File: src/rtl/mc_ctrl_pkg.sv
// Shared definitions for the multi-cycle MIPS32 main control unit:
// state encoding, opcode/function constants, ALU operation encoding,
// datapath select values and the registered control-word layout.
package mc_ctrl_pkg;

  localparam int ALU_OP_W = 4;

  // 4-bit state encoding, also exported on the State debug port.
  typedef enum logic [3:0] {
    S_IF       = 4'd0,
    S_ID       = 4'd1,
    S_EXE_R    = 4'd2,
    S_WB_R     = 4'd3,
    S_EXE_I    = 4'd4,
    S_WB_I     = 4'd5,
    S_EXE_ADDR = 4'd6,
    S_MEM_LD   = 4'd7,
    S_WB_LD    = 4'd8,
    S_MEM_ST   = 4'd9,
    S_EXE_BR   = 4'd10,
    S_EXE_J    = 4'd11,
    S_ILL      = 4'd12
  } state_e;

  typedef enum logic [ALU_OP_W-1:0] {
    ALU_ADD = 4'd0,
    ALU_SUB = 4'd1,
    ALU_AND = 4'd2,
    ALU_OR  = 4'd3,
    ALU_SLT = 4'd4,
    ALU_SLL = 4'd5,
    ALU_SRL = 4'd6,
    ALU_LUI = 4'd7
  } alu_op_e;

  // Opcodes
  localparam logic [5:0] OP_RTYPE = 6'h00;
  localparam logic [5:0] OP_J     = 6'h02;
  localparam logic [5:0] OP_JAL   = 6'h03;
  localparam logic [5:0] OP_BEQ   = 6'h04;
  localparam logic [5:0] OP_BNE   = 6'h05;
  localparam logic [5:0] OP_ADDI  = 6'h08;
  localparam logic [5:0] OP_ORI   = 6'h0D;
  localparam logic [5:0] OP_LUI   = 6'h0F;
  localparam logic [5:0] OP_LW    = 6'h23;
  localparam logic [5:0] OP_SW    = 6'h2B;

  // R-type function codes
  localparam logic [5:0] FN_SLL = 6'h00;
  localparam logic [5:0] FN_SRL = 6'h02;
  localparam logic [5:0] FN_ADD = 6'h20;
  localparam logic [5:0] FN_SUB = 6'h22;
  localparam logic [5:0] FN_AND = 6'h24;
  localparam logic [5:0] FN_OR  = 6'h25;
  localparam logic [5:0] FN_SLT = 6'h2A;

  // PC_Source
  localparam logic [1:0] PCS_PC4 = 2'd0;
  localparam logic [1:0] PCS_BR  = 2'd1;
  localparam logic [1:0] PCS_JMP = 2'd2;

  // Reg_Dst
  localparam logic [1:0] RDST_RT  = 2'd0;
  localparam logic [1:0] RDST_RD  = 2'd1;
  localparam logic [1:0] RDST_R31 = 2'd2;

  // Mem_To_Reg
  localparam logic [1:0] M2R_ALU = 2'd0;
  localparam logic [1:0] M2R_MEM = 2'd1;
  localparam logic [1:0] M2R_PC4 = 2'd2;

  // ALU_Src_B
  localparam logic [1:0] SRCB_RT     = 2'd0;
  localparam logic [1:0] SRCB_FOUR   = 2'd1;
  localparam logic [1:0] SRCB_IMM    = 2'd2;
  localparam logic [1:0] SRCB_IMM_SH = 2'd3;

  // Complete control word, registered as one unit.
  typedef struct packed {
    logic       ir_write;
    logic       pc_write;
    logic       pc_write_cond;
    logic       branch_ne;
    logic [1:0] pc_source;
    logic       mem_read;
    logic       mem_write;
    logic       reg_write;
    logic [1:0] reg_dst;
    logic [1:0] mem_to_reg;
    logic       alu_src_a;
    logic [1:0] alu_src_b;
    logic       ext_op;
    alu_op_e    alu_op;
    logic       illegal;
  } ctrl_t;

endpackage

File: src/rtl/mc_control_fsm_if.sv
// Control bus between the main control unit (master) and the datapath
// (slave). Build with PERF_CNT_EN defined to add the performance counters.
interface mc_control_fsm_if;
  import mc_ctrl_pkg::*;

  logic [5:0]          OP_Code;
  logic [5:0]          Func;
  logic                Zero;
  logic                IR_Write;
  logic                PC_Write;
  logic                PC_Write_Cond;
  logic                Branch_Ne;
  logic [1:0]          PC_Source;
  logic                Mem_Read;
  logic                Mem_Write;
  logic                Reg_Write;
  logic [1:0]          Reg_Dst;
  logic [1:0]          Mem_To_Reg;
  logic                ALU_Src_A;
  logic [1:0]          ALU_Src_B;
  logic                Ext_Op;
  logic [ALU_OP_W-1:0] ALU_Op;
  logic                Illegal;
  logic [3:0]          State;
`ifdef PERF_CNT_EN
  logic [31:0]         Cycle_Cnt;
  logic [31:0]         Inst_Cnt;
`endif

  modport master (
    input  OP_Code, Func, Zero,
    output IR_Write, PC_Write, PC_Write_Cond, Branch_Ne, PC_Source,
           Mem_Read, Mem_Write, Reg_Write, Reg_Dst, Mem_To_Reg,
           ALU_Src_A, ALU_Src_B, Ext_Op, ALU_Op, Illegal, State
`ifdef PERF_CNT_EN
    , output Cycle_Cnt, Inst_Cnt
`endif
  );

  modport slave (
    output OP_Code, Func, Zero,
    input  IR_Write, PC_Write, PC_Write_Cond, Branch_Ne, PC_Source,
           Mem_Read, Mem_Write, Reg_Write, Reg_Dst, Mem_To_Reg,
           ALU_Src_A, ALU_Src_B, Ext_Op, ALU_Op, Illegal, State
`ifdef PERF_CNT_EN
    , input Cycle_Cnt, Inst_Cnt
`endif
  );

endinterface

File: src/rtl/mc_alu_decode.sv
// Combinational ALU operation decode: R-type function field or I-type
// opcode to ALU_Op and immediate extension mode, plus R-type legality.
module mc_alu_decode
  import mc_ctrl_pkg::*;
(
  input  logic [5:0] op_code,
  input  logic [5:0] func,
  output alu_op_e    alu_op,
  output logic       ext_op,
  output logic       func_legal
);

  // Map the instruction fields to the ALU operation it executes.
  always_comb begin
    // NOTE: every output gets a default first so no path leaves it unassigned (no latch).
    alu_op     = ALU_ADD;
    ext_op     = 1'b0;
    func_legal = 1'b0;
    if (op_code == OP_RTYPE) begin
      func_legal = 1'b1;
      case (func)
        FN_ADD:  alu_op = ALU_ADD;
        FN_SUB:  alu_op = ALU_SUB;
        FN_AND:  alu_op = ALU_AND;
        FN_OR:   alu_op = ALU_OR;
        FN_SLT:  alu_op = ALU_SLT;
        FN_SLL:  alu_op = ALU_SLL;
        FN_SRL:  alu_op = ALU_SRL;
        default: func_legal = 1'b0;
      endcase
    end else begin
      case (op_code)
        OP_ADDI: begin alu_op = ALU_ADD; ext_op = 1'b1; end
        OP_ORI:  alu_op = ALU_OR;
        OP_LUI:  alu_op = ALU_LUI;
        default: alu_op = ALU_ADD;
      endcase
    end
  end

endmodule

File: src/rtl/mc_control_fsm.sv
// Multi-cycle MIPS32 main control FSM (IF/ID/EXE/MEM/WB). The control word
// for the next state is computed combinationally and registered, so every
// output is a clean flop. Write strobes are additionally masked while rst
// is high so an interrupted instruction cannot commit anything.
// Optional feature macro: PERF_CNT_EN (cycle and instruction counters).
module mc_control_fsm
  import mc_ctrl_pkg::*;
#(
  parameter state_e RESET_STATE = S_IF
) (
  input  logic                 clk,
  input  logic                 rst,
  mc_control_fsm_if.master     bus
);

  state_e  state_q, state_d;
  ctrl_t   ctrl_q, ctrl_d, ctrl_rst;
  alu_op_e dec_alu_op;
  logic    dec_ext_op;
  logic    dec_func_legal;

  mc_alu_decode u_alu_decode (
    .op_code    (bus.OP_Code),
    .func       (bus.Func),
    .alu_op     (dec_alu_op),
    .ext_op     (dec_ext_op),
    .func_legal (dec_func_legal)
  );

  // Control word asserted while the FSM sits in state s.
  function automatic ctrl_t decode_ctrl(input state_e s, input logic [5:0] op,
                                        input alu_op_e dec_op, input logic dec_ext);
    ctrl_t c;
    c = '0;
    case (s)
      S_IF: begin
        c.ir_write  = 1'b1;
        c.mem_read  = 1'b1;
        c.alu_src_b = SRCB_FOUR;
        c.alu_op    = ALU_ADD;
        c.pc_source = PCS_PC4;
        c.pc_write  = 1'b1;
      end
      S_ID: begin
        c.alu_src_b = SRCB_IMM_SH;
        c.ext_op    = 1'b1;
        c.alu_op    = ALU_ADD;
      end
      S_EXE_R: begin
        c.alu_src_a = 1'b1;
        c.alu_src_b = SRCB_RT;
        c.alu_op    = dec_op;
      end
      S_WB_R: begin
        c.reg_write  = 1'b1;
        c.reg_dst    = RDST_RD;
        c.mem_to_reg = M2R_ALU;
        c.alu_op     = dec_op;
      end
      S_EXE_I: begin
        c.alu_src_a = 1'b1;
        c.alu_src_b = SRCB_IMM;
        c.alu_op    = dec_op;
        c.ext_op    = dec_ext;
      end
      S_WB_I: begin
        c.reg_write  = 1'b1;
        c.reg_dst    = RDST_RT;
        c.mem_to_reg = M2R_ALU;
      end
      S_EXE_ADDR: begin
        c.alu_src_a = 1'b1;
        c.alu_src_b = SRCB_IMM;
        c.ext_op    = 1'b1;
        c.alu_op    = ALU_ADD;
      end
      S_MEM_LD: c.mem_read  = 1'b1;
      S_WB_LD: begin
        c.reg_write  = 1'b1;
        c.reg_dst    = RDST_RT;
        c.mem_to_reg = M2R_MEM;
      end
      S_MEM_ST: c.mem_write = 1'b1;
      S_EXE_BR: begin
        c.alu_src_a     = 1'b1;
        c.alu_src_b     = SRCB_RT;
        c.alu_op        = ALU_SUB;
        c.pc_write_cond = 1'b1;
        c.pc_source     = PCS_BR;
        c.branch_ne     = (op == OP_BNE);
      end
      S_EXE_J: begin
        c.pc_write  = 1'b1;
        c.pc_source = PCS_JMP;
        if (op == OP_JAL) begin
          c.reg_write  = 1'b1;
          c.reg_dst    = RDST_R31;
          c.mem_to_reg = M2R_PC4;
        end
      end
      S_ILL:   c.illegal = 1'b1;
      default: c = '0;
    endcase
    return c;
  endfunction

  // Next-state selection; S_ID dispatches on the freshly loaded opcode.
  always_comb begin
    state_d = state_q;
    case (state_q)
      S_IF: state_d = S_ID;
      S_ID: begin
        case (bus.OP_Code)
          OP_RTYPE:              state_d = dec_func_legal ? S_EXE_R : S_ILL;
          OP_LW, OP_SW:          state_d = S_EXE_ADDR;
          OP_BEQ, OP_BNE:        state_d = S_EXE_BR;
          OP_J, OP_JAL:          state_d = S_EXE_J;
          OP_ADDI, OP_ORI, OP_LUI: state_d = S_EXE_I;
          default:               state_d = S_ILL;
        endcase
      end
      S_EXE_R:    state_d = S_WB_R;
      S_EXE_I:    state_d = S_WB_I;
      S_EXE_ADDR: state_d = (bus.OP_Code == OP_SW) ? S_MEM_ST : S_MEM_LD;
      S_MEM_LD:   state_d = S_WB_LD;
      S_WB_R, S_WB_I, S_WB_LD, S_MEM_ST, S_EXE_BR, S_EXE_J: state_d = S_IF;
      S_ILL:      state_d = S_ILL;
      default:    state_d = RESET_STATE;
    endcase
  end

  // Control words for the upcoming state and for the reset state.
  always_comb begin
    ctrl_d   = decode_ctrl(state_d, bus.OP_Code, dec_alu_op, dec_ext_op);
    ctrl_rst = decode_ctrl(RESET_STATE, bus.OP_Code, dec_alu_op, dec_ext_op);
  end

  // State register and registered control word, synchronous reset.
  always_ff @(posedge clk) begin
    // NOTE: non-blocking assignments so every flop samples pre-edge values.
    if (rst) begin
      state_q <= RESET_STATE;
      ctrl_q  <= ctrl_rst;
    end else begin
      state_q <= state_d;
      ctrl_q  <= ctrl_d;
    end
  end

  assign bus.IR_Write      = ctrl_q.ir_write      & ~rst;
  assign bus.PC_Write      = ctrl_q.pc_write      & ~rst;
  assign bus.PC_Write_Cond = ctrl_q.pc_write_cond & ~rst;
  assign bus.Mem_Write     = ctrl_q.mem_write     & ~rst;
  assign bus.Reg_Write     = ctrl_q.reg_write     & ~rst;
  assign bus.Mem_Read      = ctrl_q.mem_read;
  assign bus.Branch_Ne     = ctrl_q.branch_ne;
  assign bus.PC_Source     = ctrl_q.pc_source;
  assign bus.Reg_Dst       = ctrl_q.reg_dst;
  assign bus.Mem_To_Reg    = ctrl_q.mem_to_reg;
  assign bus.ALU_Src_A     = ctrl_q.alu_src_a;
  assign bus.ALU_Src_B     = ctrl_q.alu_src_b;
  assign bus.Ext_Op        = ctrl_q.ext_op;
  assign bus.ALU_Op        = ctrl_q.alu_op;
  assign bus.Illegal       = ctrl_q.illegal;
  assign bus.State         = state_q;

`ifdef PERF_CNT_EN
  logic [31:0] cycle_cnt_q, cycle_cnt_d;
  logic [31:0] inst_cnt_q, inst_cnt_d;

  // Cycles count outside S_ILL; instructions count on each return to S_IF.
  always_comb begin
    cycle_cnt_d = cycle_cnt_q;
    inst_cnt_d  = inst_cnt_q;
    if (state_q != S_ILL) cycle_cnt_d = cycle_cnt_q + 32'd1;
    if (state_d == S_IF)  inst_cnt_d  = inst_cnt_q + 32'd1;
  end

  // Counter registers, cleared by reset and wrapping naturally.
  always_ff @(posedge clk) begin
    if (rst) begin
      cycle_cnt_q <= '0;
      inst_cnt_q  <= '0;
    end else begin
      cycle_cnt_q <= cycle_cnt_d;
      inst_cnt_q  <= inst_cnt_d;
    end
  end

  assign bus.Cycle_Cnt = cycle_cnt_q;
  assign bus.Inst_Cnt  = inst_cnt_q;
`endif

endmodule
File: src/flat_wrapper.sv
// flat-port wrapper written by rule: the top's interface ports become plain ports
module mc_control_fsm_flat import mc_ctrl_pkg::*;
#(
  parameter state_e RESET_STATE = S_IF
)
  (clk, rst, bus_OP_Code, bus_Func, bus_Zero, bus_IR_Write, bus_PC_Write, bus_PC_Write_Cond, bus_Branch_Ne, bus_PC_Source, bus_Mem_Read, bus_Mem_Write, bus_Reg_Write, bus_Reg_Dst, bus_Mem_To_Reg, bus_ALU_Src_A, bus_ALU_Src_B, bus_Ext_Op, bus_ALU_Op, bus_Illegal, bus_State);
  mc_control_fsm_if bus_i ();
  input  logic clk;
  input  logic rst;
  input wire logic [$bits(bus_i.OP_Code)-1:0] bus_OP_Code;
  input wire logic [$bits(bus_i.Func)-1:0] bus_Func;
  input wire logic [$bits(bus_i.Zero)-1:0] bus_Zero;
  output wire logic [$bits(bus_i.IR_Write)-1:0] bus_IR_Write;
  output wire logic [$bits(bus_i.PC_Write)-1:0] bus_PC_Write;
  output wire logic [$bits(bus_i.PC_Write_Cond)-1:0] bus_PC_Write_Cond;
  output wire logic [$bits(bus_i.Branch_Ne)-1:0] bus_Branch_Ne;
  output wire logic [$bits(bus_i.PC_Source)-1:0] bus_PC_Source;
  output wire logic [$bits(bus_i.Mem_Read)-1:0] bus_Mem_Read;
  output wire logic [$bits(bus_i.Mem_Write)-1:0] bus_Mem_Write;
  output wire logic [$bits(bus_i.Reg_Write)-1:0] bus_Reg_Write;
  output wire logic [$bits(bus_i.Reg_Dst)-1:0] bus_Reg_Dst;
  output wire logic [$bits(bus_i.Mem_To_Reg)-1:0] bus_Mem_To_Reg;
  output wire logic [$bits(bus_i.ALU_Src_A)-1:0] bus_ALU_Src_A;
  output wire logic [$bits(bus_i.ALU_Src_B)-1:0] bus_ALU_Src_B;
  output wire logic [$bits(bus_i.Ext_Op)-1:0] bus_Ext_Op;
  output wire logic [$bits(bus_i.ALU_Op)-1:0] bus_ALU_Op;
  output wire logic [$bits(bus_i.Illegal)-1:0] bus_Illegal;
  output wire logic [$bits(bus_i.State)-1:0] bus_State;
  assign bus_i.OP_Code = bus_OP_Code;
  assign bus_i.Func = bus_Func;
  assign bus_i.Zero = bus_Zero;
  assign bus_IR_Write = bus_i.IR_Write;
  assign bus_PC_Write = bus_i.PC_Write;
  assign bus_PC_Write_Cond = bus_i.PC_Write_Cond;
  assign bus_Branch_Ne = bus_i.Branch_Ne;
  assign bus_PC_Source = bus_i.PC_Source;
  assign bus_Mem_Read = bus_i.Mem_Read;
  assign bus_Mem_Write = bus_i.Mem_Write;
  assign bus_Reg_Write = bus_i.Reg_Write;
  assign bus_Reg_Dst = bus_i.Reg_Dst;
  assign bus_Mem_To_Reg = bus_i.Mem_To_Reg;
  assign bus_ALU_Src_A = bus_i.ALU_Src_A;
  assign bus_ALU_Src_B = bus_i.ALU_Src_B;
  assign bus_Ext_Op = bus_i.Ext_Op;
  assign bus_ALU_Op = bus_i.ALU_Op;
  assign bus_Illegal = bus_i.Illegal;
  assign bus_State = bus_i.State;
  mc_control_fsm #(.RESET_STATE(RESET_STATE)) u_core (.clk(clk), .rst(rst), .bus(bus_i));
endmodule
File: config.mk
export PLATFORM = sky130hd
export DESIGN_NAME = mc_control_fsm_flat
export DESIGN_NICKNAME = d
export VERILOG_FILES = /design/src/rtl/mc_ctrl_pkg.sv /design/src/rtl/mc_control_fsm_if.sv /design/src/rtl/mc_alu_decode.sv /design/src/rtl/mc_control_fsm.sv /design/src/flat_wrapper.sv
export SDC_FILE = /design/constraint.sdc
export NUM_CORES = 1
export LEC_CHECK = 0
export CAP_MARGIN = 20
export CORE_MARGIN = 1.5
export CORE_UTILIZATION = 45
export DETAILED_ROUTE_END_ITERATION = 16
export PLACE_DENSITY = 0.77
export SKIP_LAST_GASP = 1
export SLEW_MARGIN = 0
export SYNTH_ARGS = -nofsm -noshare
export SYNTH_HDL_FRONTEND = slang
export SYNTH_SLANG_ARGS = --single-unit
File: constraint.sdc
create_clock -name clk -period 2.3 [get_ports clk]
set_input_delay 0.345 -clock clk [delete_from_list [all_inputs] [get_ports clk]]
set_output_delay 0.345 -clock clk [all_outputs]
set_load 0.05 [all_outputs]
* Word-level counts from Yosys, hierarchy flattened
Cells that the tools add are included.
Storage, ports and cells: register bits 26, output and inout port bits 26, bits of input ports 15
Cells by class: reduce and logical (&&, ||, !) cells 16, multiplexer cells 24, bitwise operators 7, equal/unequal tests 33
Operators with widths (number):
- equality test 6 bit (second input constant) | 7
- equality test 4 x 3 -> 1 bit (second input constant) | 7
- case mux 4 bit (7 select lines) | 1
- equality test 4 bit (second input constant) | 6
- case mux 4 bit (5 select lines) | 1
- case mux 5 bit (4 select lines) | 1
- equality test 6 x 2 -> 1 bit (second input constant) | 3
- equality test 6 x 4 -> 1 bit (second input constant) | 3
- case mux 3 bit (6 select lines) | 1
- OR reduction 2 bit | 8
- equality test 4 x 2 -> 1 bit (second input constant) | 3
- equality test 6 x 3 -> 1 bit (second input constant) | 2
- logical NOT 6 bit | 2
- two-way mux 4 bit | 3
- two-way mux 1 bit | 10
- equality test 4 x 1 -> 1 bit (second input constant) | 2
- logical NOT 4 bit | 2
- case mux 4 bit (2 select lines) | 1
- OR reduction 7 bit | 1
- case mux 2 bit (3 select lines) | 1
- case mux 3 bit (2 select lines) | 1
- OR reduction 3 bit | 2
- AND 1 bit | 5
- two-way mux 5 bit | 1
- other kinds (5) | 6

* Longest topological paths before layout
depth in word-level cells 10, depth in mapped cells 7

* Hierarchy
From an unflattened synthesis, not the netlist that was laid out.
Second synthesis, totals: cells, all modules 193, area total of the unflattened synthesis 1597.8 µm²
Modules (own cells, without submodules):
- mc_control_fsm | instances 1, sequential area each 500.5 µm², cells an instance 164, area an instance 1407.6 µm²
- mc_alu_decode | instances 1, sequential area each 0.0 µm², cells an instance 29, area an instance 190.2 µm²

* Worst setup path after synthesis
Ideal clock, no wire load.
path type flip-flop to flip-flop, start point register u_core.state_q[0] (netlist: u_core.bus.State[0]), end point register u_core.ctrl_q (netlist bit u_core.bus.ALU_Src_B[1]), slack 0.180 ns, required time 2.234 ns, arrival time 2.054 ns, cell stages (with the launch flop) 6, library setup time 0.066 ns, cells stage by stage dfxtp_1 > or4b_4 > a31oi_1 > nor3_2 > or3_4 > a21oi_2
Between the ends: word-level cells in the longest chain between the ends 5
RTL lines:
- start: declaration | RTL line mc_control_fsm.sv:16 | state_e state_q, state_d;
- start signal: assignment | RTL line mc_control_fsm.sv:145 | state_q <= state_d;
- equality test 4 bit (tied with other cells) | RTL line mc_control_fsm.sv:110 | case (state_q)
- case mux 4 bit (7 select lines) (*) | RTL line mc_control_fsm.sv:110
- equality test 4 x 3 -> 1 bit | RTL line mc_control_fsm.sv:35 | case (s)
- OR reduction 2 bit (no source line)
- case mux 2 bit (3 select lines) (*) | RTL line mc_control_fsm.sv:35
- end signal: assignment | RTL line mc_control_fsm.sv:143 | ctrl_q <= ctrl_rst;
- end signal: assignment | RTL line mc_control_fsm.sv:146 | ctrl_q <= ctrl_d;
- end: declaration | RTL line mc_control_fsm.sv:17 | ctrl_t ctrl_q, ctrl_d, ctrl_rst;
Every way passes the cells marked *; elsewhere a longest branch is shown, timed or not. A chain may end at the register's enable or synchronous reset.

* Worst setup path after layout
start point register u_core.state_q[3] (netlist: u_core.bus.State[3]), end point output bus_State[3]
RTL lines:
- end: declaration | RTL line flat_wrapper.sv:28 | output wire logic [$bits(bus_i.State)-1:0] bus_State;
No word-level cell between the ends.

==> results.sh <==
export IMPL_worst_clock_skew_ns=0.00373
export IMPL_die_area_um2=3420
export IMPL_p_int_mw=0.875
export IMPL_crit_chain="clkdlybuf4s50_1"
export IMPL_grt_pass1_wl_mm=5.82
export IMPL_finalNonFillerCells=239
export IMPL_achievable_frequency_mhz=443
export IMPL_rr_endpoint="u_core.bus.Mem_Read"
export IMPL_wl_met2_mm=1.78
export IMPL_seq_power_share_pct=36.5
export IMPL_cp_top_family="buffers and inverters"
export IMPL_route_detailed_vias_per_inst=5.67
export IMPL_syn2layout_area_growth_pct=43.5
export IMPL_numClockSinks=24
export IMPL_grt_remaining_overflow=0
export IMPL_ys_top_cells_by_area="dfxtp_1 35%, buf_4 7.0%, nor2_1 3.3%"
export IMPL_critical_path_max_fanout=14
export IMPL_core_rowCount=19
export IMPL_root_buffer_cell="clkbuf_4"
export IMPL_timing_final_crit_period_ns=2.26
export IMPL_drc=0
export IMPL_timing_hold_ws_ns=0.790
export IMPL_global_route_usage_total_pct=22.1
export IMPL_clock_tree_from_tritoncts="done"
export IMPL_met1Wirelength_mm=1.47
export IMPL_port_buffer_count=38
export IMPL_hold_violation_total_from_the_final_report=0
export IMPL_grt_antenna_before_repair=0
export IMPL_totalWireLength_mm=3.55
export IMPL_cts_inserted_buffers=3
export IMPL_synthesis_area_per_instance_um2=8.94
export IMPL_synth_top_area_share_pct=34.7
export IMPL_core_area_um2=2830
export IMPL_timing_final_crit_share_pct=98.1
export IMPL_sequential_area_share_after_synthesis_pct=34.7
export IMPL_post_synthesis_net_count=170
export IMPL_finish_net_count=224
export IMPL_place_detailed_hpwl_mm=2.83
export IMPL_wp_data_required_ns=1.96
export IMPL_critical_path_startpoint="u_core.bus.State[3]"
export IMPL_first_pass_iteration_count_of_the_detailed_router=5
export IMPL_final_layout_size_suffix_gt1_share_pct=26.0
export IMPL_post_cts_buffers=0
export IMPL_route_detailed_wl_per_inst_um=14.9
export IMPL_number_of_different_library_cells_in_the_post_synthesis_netlist=56
export IMPL_critical_path_class="register to output port"
export IMPL_tightestPinTransition_ns=0.548
export IMPL_fillers=227
export IMPL_synth_enable_flop_cells=0
export IMPL_p_leak_nw=0.776
export IMPL_clock_path_buffers=2
export IMPL_top_layer="met4"
export IMPL_synth_async_reset_ratio_pct=0
export IMPL_p_sw_share_pct=36.6
export IMPL_ff2ff_path_depth=6
export IMPL_synth_top_cell_by_area="dfxtp_1"
export IMPL_vdd_drop_max_uv=344
export IMPL_yosys_register_bits=24
export IMPL_setup_repair_after_global_routing_missed_its_margin="no"
export IMPL_cap_viol_max_count=0
export IMPL_die_y_um=58.5
export IMPL_ys_dominant_reg_cell="dfxtp_1"
export IMPL_run_status="finished, final reports clean"
export IMPL_total_via_count_after_detailed_routing=1354
export IMPL_timing_critical_path_buf_inv=1
export IMPL_worstSetupStartpointType="register"
export IMPL_critical_path_cell_count=1
export IMPL_p_switching_mw=0.506
export IMPL_path_clk_slew_ns=0.13
export IMPL_grt_max_degree=15
export IMPL_dpl_cell_count=235
export IMPL_cts_htree_levels=1
export IMPL_worst_path_largest_cell_delay_ns=0.91
export IMPL_cp_endpoint="bus_State[3]"
export IMPL_wl_met3_um=165
export IMPL_worstSkewPairLatency_ns=0.32
export IMPL_crit_slowest_cell="clkdlybuf4s50_1"
export IMPL_place_gp_congestion=0.796
export IMPL_source_of_the_worst_register_to_register_timing_path="u_core.bus.State[3]"
export IMPL_ioPinCount=41
export IMPL_slew_viol_final=0
export IMPL_arrival_ns=1.91
export IMPL_syn_inst=155
export IMPL_chipWidth_um=58.5
export IMPL_slew_limit_headroom_pct=63.4
export IMPL_timing_final_setup_violations=0
export IMPL_power_clock_fraction_pct=22.1
export IMPL_effective_utilization_at_floorplan_pct=49.0
export IMPL_drt_iter0_markers=44
export IMPL_yosys_warnings=0
export IMPL_worst_r2r_setup_slack_ns=0.16
export IMPL_crit_path_end_kind="output port"
export IMPL_power_per_cell_area_nw_per_um2=695
export IMPL_comb_power_share_pct=41.4
export IMPL_num_antenna_cells=0
export IMPL_grt_pass1_vias=1284
export IMPL_ant_nets=0
export IMPL_hold_class="register to register"
export IMPL_syn_cell_area_um2=1390
## final cells by class
class	instances	area [µm²]	area share, %
Clock buffer	3	22.5	1.13
Clock inverter	1	30.0	1.51
Inverter	6	22.5	1.13
Multi-Input combinational cell	108	752	37.8
Sequential cell	24	480	24.2
Tap cell	31	38.8	1.95
Timing Repair Buffer	66	641	32.2
## registers in the layout (all words and copies together) (netlist names)
| register | count |
|---|---|
| u_core.bus.ALU_Src_B | 2 |
| u_core.bus.Ext_Op | 1 |
| u_core.bus.Mem_Read | 1 |
| u_core.bus.Reg_Dst | 2 |
| u_core.bus.ALU_Src_A | 1 |
| u_core.bus.Mem_To_Reg | 1 |
| u_core.ctrl_q | 5 |
| u_core.bus.Branch_Ne | 1 |
| u_core.bus.Illegal | 1 |
| u_core.bus.ALU_Op | 3 |
| u_core.bus.PC_Source | 2 |
| u_core.bus.State | 4 |
## kinds of logic after synthesis
| kind of cell | share of synthesized area, % |
|---|---|
| DFF | 34.7 |
| AOI/OAI and AO/OA | 19.2 |
| xor gates and xnor gates | 1.26 |
| buffers and inverters | 11.5 |
| and+or+nand+nor | 33.2 |
| other | 0.271 |
## power by group through the flow
stage                     Clock (mW)  Sequential (mW)  Combinational (mW)
final                          0.306            0.504               0.572
after global routing           0.319            0.508               0.603
after CTS                      0.302            0.502               0.567
after detailed placement           0            0.512               0.564
after global placement             0            0.506               0.548
after floorplan                    0            0.559               0.309
## timing repair
item,4_1_cts,5_1_grt
endpoints found under the hold margin,0,0
resized for setup,0,1
hold buffers,0,0
endpoints found under the setup margin,0,1
## stage by stage
stage	worst slack (ns)	power (mW)	utilization, %	instance area (µm²)	TNS (ns)
floorplan	0.180	0.869	-	1390	0
global placement	-0.0853	1.05	68.2	1930	-0.407
detailed placement	-0.140	1.08	68.2	1930	-1.49
CTS	0.0847	1.37	70.0	1980	0
global route	0.0301	1.43	70.2	1990	0
finish	0.0441	1.38	70.2	1990	0
## layer usage
metal	up-vias	track usage, %
met2	65	39.6
li1	656	-
met1	620	25.4
met5	-	0
met4	0	11.6
met3	13	2.86
## worst reg2reg max path, cell delays in order, from the launching register on
cell and delay [ns]:
dfxtp_1 0.68, and4b_1 0.26, a211oi_1 0.18, a21boi_1 0.27, nand3_2 0.16, o41a_1 0.40
o41ai_1 0.09
## placed cells by master (no fill, tap or decap), types with 2 or more instances in the layout
cell type	instances
inv_1	6
a31oi_1	4
clkbuf_4	3
and2_2	2
nand3b_1	3
nor2b_1	7
and3b_1	2
nand2_1	8
nand3_1	4
nand2b_1	2
or3_1	2
nand3_2	2
dfxtp_1	24
buf_4	28
buf_12	5
a21boi_1	2
nor3b_1	2
a21oi_1	7
clkdlybuf4s50_1	33
nor3_1	4
nor4_1	2
a211o_1	2
and2_1	2
nor2_1	12
o21ai_0	4
o21ai_1	4
## synthesized netlist by cell type, types with 2 or more instances
cell type  count
and3b_1        2
nor3_1         4
inv_1          6
or3_1          2
nand3_1        4
o21ai_1        4
buf_4         13
nand2_1        8
a21oi_1        7
nor3b_1        2
and2_1         2
and2_2         2
a21boi_1       2
a31oi_1        4
dfxtp_1       24
nor2_1        12
nand3_2        2
buf_6          3
nand2b_1       2
nor2b_1        7
o21ai_0        4
nor4_1         2
a211o_1        2
nand3b_1       3
## how the worst min path moves through the flow
stage	endpoint	startpoint	depth (start not counted)
finish	u_core.bus.Mem_Read	u_core.bus.State[1]	2
global route	u_core.bus.Mem_Read	u_core.bus.State[1]	2
CTS	u_core.bus.Mem_Read	u_core.bus.State[1]	2
detailed placement	u_core.bus.Mem_Read	u_core.bus.State[1]	2
global placement	u_core.bus.Mem_Read	u_core.bus.State[1]	2
floorplan	u_core.bus.Branch_Ne	bus_OP_Code[0]	2
Power figures use the tool's default switching activity.
